$ cat src/rtl/demux4_1_buffered_if.sv
// rtl/demux4_1_buffered_if.sv - producer/consumer bundle for the buffered 1:4 demultiplexer
// DUT side uses the slave modport; environment side uses master.
interface demux4_1_buffered_if #(
  parameter int WIDTH = 64
);
  logic [WIDTH-1:0]      in_data;
  logic                  in_sel1;
  logic                  in_sel0;
  logic                  in_valid;
  logic                  in_ready;
  logic [3:0][WIDTH-1:0] out_data;
  logic [3:0]            out_valid;
  logic [3:0]            out_ready;
`ifdef DEMUX4_STATS_EN
  logic [3:0][7:0]       out_count;
`endif

  modport slave (
    input  in_data, in_sel1, in_sel0, in_valid, out_ready,
    output in_ready, out_data, out_valid
`ifdef DEMUX4_STATS_EN
    , output out_count
`endif
  );

  modport master (
    output in_data, in_sel1, in_sel0, in_valid, out_ready,
    input  in_ready, out_data, out_valid
`ifdef DEMUX4_STATS_EN
    , input out_count
`endif
  );
endinterface

$ cat src/rtl/demux4_1_buffered.sv
// rtl/demux4_1_buffered.sv - registered 1:4 demux with one-entry buffer per channel
// Optional per-channel delivery counters under DEMUX4_STATS_EN.
module demux4_1_buffered #(
  parameter int WIDTH = 64
) (
  input  logic                clk,
  input  logic                reset,
  demux4_1_buffered_if.slave  bus
);
  logic [1:0]            dest;
  logic                  fill;
  logic [3:0]            drain;
  logic [3:0]            valid_q, valid_d;
  logic [3:0][WIDTH-1:0] data_q, data_d;

  assign dest = {bus.in_sel1, bus.in_sel0};

  // A full channel still accepts when it drains on the same edge, so there is no bubble.
  assign bus.in_ready = reset & (~valid_q[dest] | bus.out_ready[dest]);
  assign fill         = bus.in_valid & bus.in_ready;
  assign drain        = valid_q & bus.out_ready;

  always_comb begin
    valid_d = valid_q & ~drain;
    data_d  = data_q;
    if (fill) begin
      valid_d[dest] = 1'b1;
      data_d[dest]  = bus.in_data;
    end
  end

  always_ff @(posedge clk) begin
    if (!reset) begin
      valid_q <= '0;
      data_q  <= '0;
    end else begin
      valid_q <= valid_d;
      data_q  <= data_d;
    end
  end

  assign bus.out_valid = valid_q;
  assign bus.out_data  = data_q;

`ifdef DEMUX4_STATS_EN
  logic [3:0][7:0] count_q, count_d;

  always_comb begin
    count_d = count_q;
    for (int k = 0; k < 4; k++) begin
      if (drain[k]) count_d[k] = count_q[k] + 8'd1;
    end
  end

  always_ff @(posedge clk) begin
    if (!reset) count_q <= '0;
    else        count_q <= count_d;
  end

  assign bus.out_count = count_q;
`endif
endmodule

$ cat src/flat_wrapper.sv
// flat-port wrapper written by rule: the top's interface ports become plain ports
module demux4_1_buffered_flat 
#(
  parameter int WIDTH = 64
)
  (clk, reset, bus_in_data, bus_in_sel1, bus_in_sel0, bus_in_valid, bus_out_ready, bus_in_ready, bus_out_data, bus_out_valid);
  demux4_1_buffered_if #(.WIDTH(WIDTH)) bus_i ();
  input  logic clk;
  input  logic reset;
  input wire logic [$bits(bus_i.in_data)-1:0] bus_in_data;
  input wire logic [$bits(bus_i.in_sel1)-1:0] bus_in_sel1;
  input wire logic [$bits(bus_i.in_sel0)-1:0] bus_in_sel0;
  input wire logic [$bits(bus_i.in_valid)-1:0] bus_in_valid;
  input wire logic [$bits(bus_i.out_ready)-1:0] bus_out_ready;
  output wire logic [$bits(bus_i.in_ready)-1:0] bus_in_ready;
  output wire logic [$bits(bus_i.out_data)-1:0] bus_out_data;
  output wire logic [$bits(bus_i.out_valid)-1:0] bus_out_valid;
  assign bus_i.in_data = bus_in_data;
  assign bus_i.in_sel1 = bus_in_sel1;
  assign bus_i.in_sel0 = bus_in_sel0;
  assign bus_i.in_valid = bus_in_valid;
  assign bus_i.out_ready = bus_out_ready;
  assign bus_in_ready = bus_i.in_ready;
  assign bus_out_data = bus_i.out_data;
  assign bus_out_valid = bus_i.out_valid;
  demux4_1_buffered #(.WIDTH(WIDTH)) u_core (.clk(clk), .reset(reset), .bus(bus_i));
endmodule
$ cat config.mk
export PLATFORM = sky130hd
export DESIGN_NAME = demux4_1_buffered_flat
export DESIGN_NICKNAME = d
export VERILOG_FILES = /design/src/rtl/demux4_1_buffered_if.sv /design/src/rtl/demux4_1_buffered.sv /design/src/flat_wrapper.sv
export SDC_FILE = /design/constraint.sdc
export NUM_CORES = 1
export LEC_CHECK = 0
export ABC_AREA = 1
export BUFFER_PORTS_ARGS = -buffer_cell sky130_fd_sc_hd__buf_4
export CORE_MARGIN = 3
export CORE_UTILIZATION = 52
export CTS_CLUSTER_DIAMETER = 120
export DETAILED_ROUTE_END_ITERATION = 8
export PLACE_DENSITY = 0.81
export SETUP_SLACK_MARGIN = 0.4
export SLEW_MARGIN = 20
export SYNTH_ARGS = -nofsm -noshare
export SYNTH_HDL_FRONTEND = slang
export SYNTH_SLANG_ARGS = --single-unit
$ cat constraint.sdc
create_clock -name clk -period 1.95 [get_ports clk]
set_input_delay 0.39 -clock clk [delete_from_list [all_inputs] [get_ports clk]]
set_output_delay 0.39 -clock clk [all_outputs]
set_load 0.01 [all_outputs]
# Yosys cells after proc, flatten, opt, wreduce, memory -nomap -nowiden
# Index checks and enable logic that the tools add are counted.
# W data, S select, Z words.
[word_totals]
ff_bits = 260
input_bits = 73
output_inout_bits = 261
elab_cells = 26
[op_classes]
magnitude_cmp = 2
muxes = 10
bitwise_logic = 8
n_reduce_logical = 1
[ops]
columns = ["op", "n"]
rows = [
  ["$bwmux W256", 1],
  ["$demux W64 S2", 1],
  ["$mux W64", 1],
  ["$and A4 B4 Y4", 2],
  ["$bmux W1 S2", 2],
  ["$mux W4", 1],
  ["$not A4 Y4", 1],
  ["$or A4 B4 Y4", 1],
  ["$lt A2 B3 Y1 const B", 1],
  ["$mux W1", 3],
  ["$and A1 B1 Y1", 2],
  ["$demux W1 S2", 1],
  ["$ge A2 B1 Y1 const B", 1],
  ["$logic_and A1 B1 Y1", 1],
  ["$not A1 Y1", 1],
  ["$or A1 B1 Y1", 1],
]

# Logic depth before layout (Yosys ltp)
# Gate-level depths: netlist of the first run.
[depth]
word_depth = 7
depth_mapped = 13

# Worst setup path before layout of the first run
# Ideal clock, no wire load.
[synth_path]
kind = "in2out"
from = "input port reset"
to = "output port bus_in_ready"
arrival_ns = 1.255
required_ns = 1.560
slack_ns = 0.305
stages = 4
path_buffers = 2
cell_sequence = "buf_2 buf_1 inv_1 a21oi_1"
[synth_between]
elab_chain_cells = 1
[synth_lines]
columns = ["element", "line", "rtl"]
rows = [
  ["start, declared", "flat_wrapper.sv:9", "input logic reset;"],
  ["$and A1 B1 Y1", "demux4_1_buffered.sv:19", "assign bus.in_ready = reset & (~valid_q[dest] | bus.out_ready[dest]);"],
  ["end, declared", "flat_wrapper.sv:15", "output wire logic [$bits(bus_i.in_ready)-1:0] bus_in_ready;"],
]
# Every way passes these cells.

# Final worst setup path of the first run
[layout_path]
from = "register u_core.valid_q[3], in the netlist u_core.bus.out_valid[3]"
to = "register u_core.data_q (netlist bit u_core.bus.out_data[199])"
[layout_between]
elab_chain_cells = 6
[layout_lines]
columns = ["element", "line", "rtl"]
rows = [
  ["start, declared", "demux4_1_buffered.sv:13", "logic [3:0] valid_q, valid_d;"],
  ["start signal, assigned", "demux4_1_buffered.sv:37", "valid_q <= valid_d;"],
  ["$bmux W1 S2", "demux4_1_buffered.sv:19", ""],
  ["$mux W1 (implied by the code)", "demux4_1_buffered.sv:19", ""],
  ["$not A1 Y1", "demux4_1_buffered.sv:19", ""],
  ["$or A1 B1 Y1", "demux4_1_buffered.sv:19", ""],
  ["$and A1 B1 Y1", "demux4_1_buffered.sv:19", ""],
  ["$and A1 B1 Y1", "demux4_1_buffered.sv:20", "assign fill = bus.in_valid & bus.in_ready;"],
  ["end signal, assigned", "demux4_1_buffered.sv:38", "data_q <= data_d;"],
  ["end, declared", "demux4_1_buffered.sv:14", "logic [3:0][WIDTH-1:0] data_q, data_d;"],
]
# Every way passes these cells. The select of a mux whose other input is x is not followed.
# A chain may end at the register's enable or synchronous reset.

==> results of run 1 <==
## final cells by class
cell class                 instances  area share [%]
tap                              270           2.021
multi-input combinational       1059           28.08
sequential                       260           31.16
timing repair buffer             436           27.25
clock buffer                      42           5.036
clock inverter                     6          0.5164
inverter                         264           5.927
## power groups by stage
stage,logic [W],clock network (W),registers (W)
floorplan,0.000552,0,0.00581
global placement,0.00121,0,0.00572
detailed placement,0.00124,0,0.00572
CTS,0.00130,0.00539,0.00561
global route,0.00177,0.00562,0.00563
finish,0.00165,0.00539,0.00562
## stage by stage
stage | setup slack (ns) | hold slack, ns | cells
after floorplan | 0.3698 | 0.4989 | 1668
after global placement | 0.2270 | 0.4740 | 2202
after detailed placement | 0.1230 | 0.4820 | 2202
after CTS | 0.1371 | 0.1025 | 2264
after global routing | -0.06666 | 0.1100 | 2337
final | 0.03249 | 0.09837 | 2337
## layout by cell type, fill, tap and decap left out, drive strengths merged
master	Yosys	routed
a21oi	5	5
buf	76	404
clkbuf	10	74
dfxtp	260	260
nand2	530	530
nor2	516	516
clkinv	0	3
inv	264	265
bufinv	0	2
nand3	3	3
nand4	4	5
## sequential cells by signal, indices dropped and copies added, names as in the netlist
name and flops:
u_core.bus.out_data 256, u_core.bus.out_valid 4
## timing repair
action,in CTS,in global routing
gates resized for setup,9,250
endpoints found under the setup margin,20,262
buffers inserted,5,17
gates cloned,9,56
pin swaps,5,70
## kinds of logic after synthesis
group / count (synthesis) / share of synthesized area (%)
AO/OA/AOI/OAI: 5 / 0.2281
AND/OR/NAND/NOR: 1053 / 36.86
flip-flops: 260 / 47.45
buffers and inverters: 350 / 15.47
## worst paths after layout
| kind | from | endpoint | depth (start not counted) |
|---|---|---|---|
| max | u_core.bus.out_valid[3] | u_core.bus.out_data[199] | 14 |
| min | bus_in_data[36] | u_core.bus.out_data[36] | 3 |
| max reg2reg | u_core.bus.out_valid[3] | u_core.bus.out_data[199] | 14 |
| min reg2reg | u_core.bus.out_valid[3] | u_core.bus.out_valid[3] | 2 |
## metal layers
metal  share of wire (%)  up-vias
met3                  12      150
li1                    -     5505
met4                 5.5        0
met2                  47      651
met1                  36     5314
met5                   0        -
## worst max-delay path, cell delays in order (launching register included)
cell and delay, ns:
dfxtp_2 0.33, nand2_1 0.07, nand2_1 0.05, nand2_1 0.06
nand2_2 0.07, buf_4 0.13, buf_6 0.12, nand2_8 0.09
nand4_4 0.12, buf_12 0.17, buf_12 0.13, clkbuf_16 0.18
nand2_1 0.09, nand2_1 0.07, nor2_1 0.15
==> metrics.log, run 1 <==
[metrics] highest attainable clock frequency: 0.5215 GHz
[metrics] remaining antenna violation count after routing: 0
[metrics] clock latency on the worst-skew pair: 0.54 ns
[metrics] CTS tree: yes
[metrics] maximum ir drop on the vdd rail: 0.0007405 V
[metrics] number of warnings issued by yosys: 0
[metrics] # clock sinks: 260
[metrics] number of pins exceeding their max-slew limit in the final report: 0
[metrics] vias in the first global route: 9610
[metrics] initial antenna violation count: 0
[metrics] top cell types by occurrence after synthesis: nand2_1 (529), nor2_1 (514), inv_1 (262), dfxtp_1 (260), buf_6 (44)
[metrics] # H-tree levels: 1
[metrics] multi-input gate area in the final layout: 4696 µm²
[metrics] Die W: 151.3 µm
[metrics] cell internal power dissipation: 0.009461 W
[metrics] global-route met1 utilization: 31.37%
[metrics] Hold WC Path Type: primary input to flip-flop
[metrics] Iteration-0 DRC Markers: 809
[metrics] fraction of power consumed by combinational cells: 13.1%
[metrics] number of buffers between clock root and the deepest sink: 3
[metrics] CTS root buf: clkbuf_16
[metrics] Storage cell area: 5210 µm²
[metrics] portion of total power attributed to sequential cells: 44.4%
[metrics] WL final: 41.97 mm
[metrics] fill count: 1239
[metrics] Worst Path Arrival: 2.38 ns
[metrics] flip-flop cell with the highest count after synthesis: dfxtp_1
[metrics] Fin. Hold Viols: 0
[metrics] static leakage: 9.187 nW
[metrics] Final GP Congestion: 0.8235
[metrics] worst clock skew on the final layout: 0.01787 ns
[metrics] Post-Syn Nets: 1741
[metrics] switching share of power: 25.30%
[metrics] vertical extent of the die: 151.3 µm
[metrics] post-DP HPWL: 19.99 mm
[metrics] DRC violation count after routing: 0
[metrics] area of the mapped netlist: 10970 µm²
[metrics] most area-hungry cell type in the Yosys netlist: dfxtp_1
[metrics] switching power: 0.003204 W
[metrics] unique cell type count in the Yosys netlist: 17
[metrics] fraction of final layout cells sized beyond drive strength 1: 31.45%
[metrics] area of placed instances: 13400 µm²
[metrics] dominant cell by count in the synthesized netlist: nand2_1
[metrics] total non-filler cell area in the finished layout: 16720 µm²
[metrics] leading cell types by total area after synthesis: dfxtp_1 (47%), nand2_1 (18%), nor2_1 (18%)
[metrics] first-pass GRT wire length: 48.47 mm
[metrics] flop and latch count out of synthesis: 260
[metrics] global route hottest layer: met2
[metrics] initial core utilization: 53.53%
[metrics] async set or reset register ratio after synthesis: 0%
[metrics] global routing usage on met2: 44.14%
[metrics] net count reported at finish: 2121
[metrics] Die ar.: 22880 µm²
[metrics] top-area cell type share of the netlist area: 47.45%
[metrics] gate count after technology mapping: 1668
[metrics] Setup Crit Path Kind: flip-flop to flip-flop
[metrics] Area Growth Syn to Fin: 52.41%
[metrics] number of detailed-routing iterations run before antenna repair: 5
[metrics] syn avg cell area: 6.577 µm²
[metrics] largest net degree at the start of global routing: 90
[metrics] Total Power Consumption: 0.01267 W
[metrics] Final period util: 98.33%
[metrics] leftover overflow at the end of global routing: 0
[metrics] number of enable flip-flop cells after synthesis: 0
[metrics] count of standard-cell rows: 52
[metrics] post-cts hold buffer count: 0
[metrics] antenna fix cells: 0
[metrics] share of total power in the clock network: 42.6%
[metrics] worst slew margin relative to its limit: 72.71%
[metrics] share of the core filled with cells in the final layout: 81.58%
[metrics] Core Footprint: 20490 µm²
[metrics] max cap viols: 0
[metrics] actual slew at the worst max-slew pin: 0.4093 ns
[metrics] number of primary I/O pins: 334
[metrics] IO Port Bufs: 333
[metrics] overall track demand over capacity in global routing: 26.11%
[metrics] clock-pin slew on the worst setup and hold paths: 0.07 ns
[metrics] RSZ-0062 raised after global routing: true
[metrics] Vias/cell: 4.972
[metrics] worst endpoint required time: 2.41 ns
[metrics] power density of the placed cells: 757.5 nW/µm²
[metrics] part of the Yosys area used for sequential elements: 47.45%
[metrics] Setup-failing EPs final: 0
[metrics] Critical Path Start Type: flip-flop
[metrics] outcome: complete, no violations
[metrics] worst setup slack for register-to-register paths: 0.03 ns
[metrics] shortest period the worst path allows: 1.918 ns
[metrics] number of buffers created by CTS: 27
[metrics] WL/cell: 17.96 µm
[metrics] Total Neg Setup Slack: 0 ns
[metrics] grt met3 use: 7.840%
[metrics] CP Capture Type: flip-flop
[metrics] top fanout value on the critical path: 7
[metrics] DR vias: 11.62k
(Power assumes the default switching activity.)
==> inputs of run 2 (changes only) <==
Settings changed: CORE_ASPECT_RATIO from default to 1.2, CORE_MARGIN 3 to default.
==> run 2 against run 1 <==
Against the previous run:
- sequential power hardly changed
- sequential share of layout area up 1.1 points
- total power fell by 3.2%
- largest cell class unchanged
- largest power group unchanged
==> metrics.log, run 2 (same netlist as run 1, synthesis figures left out) <==
[metrics] post-DP HPWL: 19.29 mm
[metrics] placed cells: 2195
[metrics] # clock sinks: 260
[metrics] number of primary I/O pins: 334
[metrics] final worst slack: 0.07167 ns
[metrics] worst clock skew on the final layout: 0.01435 ns
[metrics] worst setup slack for register-to-register paths: 0.07 ns
[metrics] antenna fix cells: 0
[metrics] most common library cell in the layout ignoring fill and taps: nor2_1
[metrics] Iteration-0 DRC Markers: 723
[metrics] Final GP Congestion: 0.8889
[metrics] # H-tree levels: 1
[metrics] multi-input gate area in the final layout: 4925 µm²
[metrics] static leakage: 8.788 nW
[metrics] vertical extent of the die: 161.1 µm
[metrics] overall track demand over capacity in global routing: 26.16%
[metrics] shortest period the worst path allows: 1.878 ns
[metrics] Storage cell area: 5210 µm²
[metrics] post-route worst hold slack: 0.1022 ns
[metrics] Fin. Hold Viols: 0
[metrics] highest attainable clock frequency: 0.5324 GHz
[metrics] Final period util: 96.32%
[metrics] CTS tree: yes
[metrics] total non-filler cell area in the finished layout: 16140 µm²
[metrics] Setup WS pre-CTS: 0.1384 ns
[metrics] remaining antenna violation count after routing: 0
[metrics] Total Neg Setup Slack: 0 ns
[metrics] CP Capture Type: flip-flop
[metrics] critical register-to-register path startpoint: u_core.bus.out_valid[2]
[metrics] Setup Crit Path Kind: flip-flop to flip-flop
[metrics] actual slew at the worst max-slew pin: 0.6136 ns
[metrics] net count reported at finish: 2086
[metrics] worst slew margin relative to its limit: 59.09%
[metrics] fraction of final layout cells sized beyond drive strength 1: 31.00%
[metrics] number of pins exceeding their max-slew limit in the final report: 0
[metrics] DRC violation count after routing: 0
[metrics] count of standard-cell rows: 57
[metrics] fill count: 1315
[metrics] Hold WC Path Type: primary input to flip-flop
[metrics] worst r2r path cells: 14
[metrics] Area Growth Syn to Fin: 47.13%
[metrics] power density of the placed cells: 759.9 nW/µm²
[metrics] clock latency on the worst-skew pair: 0.53 ns
[metrics] WL/cell: 16.61 µm
[metrics] Setup-failing EPs final: 0
[metrics] depth of the worst hold-timing path: 3
[metrics] Die W: 134.6 µm
[metrics] CTS root buf: clkbuf_16
[metrics] leftover overflow at the end of global routing: 0
[metrics] WL final: 38.14 mm
[metrics] highest-count cells in the layout ignoring fill and taps: nor2_1 (455), nand2_1 (417), buf_4 (337)
[metrics] largest net degree at the start of global routing: 130
[metrics] Core Footprint: 20470 µm²
[metrics] number of detailed-routing iterations run before antenna repair: 5
[metrics] Vias/cell: 4.906
[metrics] post-cts hold buffer count: 0
[metrics] area of placed instances: 13350 µm²
[metrics] maximum ir drop on the vdd rail: 0.0007673 V
[metrics] number of buffers between clock root and the deepest sink: 3
[metrics] top fanout value on the critical path: 7
[metrics] Critical Path Start Type: flip-flop
[metrics] initial antenna violation count: 0
[metrics] Min-Delay Endpoint: u_core.bus.out_data[63]
[metrics] RSZ-0062 raised after global routing: true
[metrics] max cap viols: 0
[metrics] startpoint of the tightest hold check path: bus_in_data[63]
[metrics] DR vias: 11.27k
[metrics] non-filler instance count after layout: 2297
[metrics] clock-pin slew on the worst setup and hold paths: 0.06 ns
[metrics] initial core utilization: 53.60%
[metrics] Die ar.: 21680 µm²
[metrics] number of buffers created by CTS: 27
[metrics] number of flip-flops in the largest register: 256
[metrics] Worst Path Arrival: 2.33 ns
[metrics] outcome: complete, no violations
[metrics] IO Port Bufs: 333
[metrics] worst endpoint required time: 2.40 ns
[metrics] terminus of the critical flop-to-flop path: u_core.bus.out_data[226]
[metrics] vias in the first global route: 9746
[metrics] first-pass GRT wire length: 46.36 mm
## run 2: how the worst max path moves through the flow
stage                                          end  slack (ns)  cells after the start                     from
after global placement     u_core.bus.out_data[15]        0.26                     11              bus_in_sel0
after floorplan            u_core.bus.out_data[24]        0.37                     11              bus_in_sel0
after detailed placement   u_core.bus.out_data[20]        0.14                     11              bus_in_sel0
after CTS                             bus_in_ready        0.23                      6  u_core.bus.out_valid[0]
after global routing      u_core.bus.out_data[226]       0.007                     14  u_core.bus.out_valid[2]
final                     u_core.bus.out_data[226]        0.07                     14  u_core.bus.out_valid[2]
## run 2: worst max-delay path: stages, from the launching register on
cell,delay (ns)
dfxtp_2,0.34
nand2_2,0.07
nand2_2,0.06
nand2_2,0.06
nand2_2,0.07
buf_4,0.14
buf_6,0.12
nand2_8,0.08
buf_12,0.11
nand4_4,0.12
buf_12,0.19
clkbuf_16,0.18
nand2_1,0.08
nand2_1,0.06
nor2_1,0.12
## run 2: layout make-up
cell class / instances / share of cell area [%]
Clock buffer: 38 / 4.814
Clock inverter: 10 / 0.5426
Inverter: 264 / 6.140
Multi-Input combinational cell: 1058 / 30.51
Sequential cell: 260 / 32.28
Tap cell: 265 / 2.054
Timing Repair Buffer: 402 / 23.66
## run 2: power by group
part	switching, W	internal, W
logic	0.000898	0.000683
clock network	0.00216	0.00291
registers	0.000110	0.00551
total	0.00316	0.00910
## run 2: repair_timing
| item | 4_1_cts | 5_1_grt |
|---|---|---|
| resized for setup | 6 | 291 |
| buffers inserted | 5 | 10 |
| pin swaps | 2 | 87 |
| gates cloned | 0 | 39 |
| setup endpoints to repair | 1 | 258 |
## run 2: through the flow
step	power (W)	utilization [%]
CTS	0.01195	69.69
floorplan	0.006359	-
global placement	0.006918	65.22
finish	0.01226	78.86
global route	0.01266	78.86
detailed placement	0.006954	65.22
## run 2: per-layer routing
metal | vias up | global-route usage [%] | share of wire (%)
li1 | 5424 | - | -
met1 | 5219 | 28.25 | 37
met2 | 508 | 47.50 | 50
met3 | 119 | 7.156 | 8.6
met4 | 0 | 11.24 | 4.5
met5 | - | 0 | 0
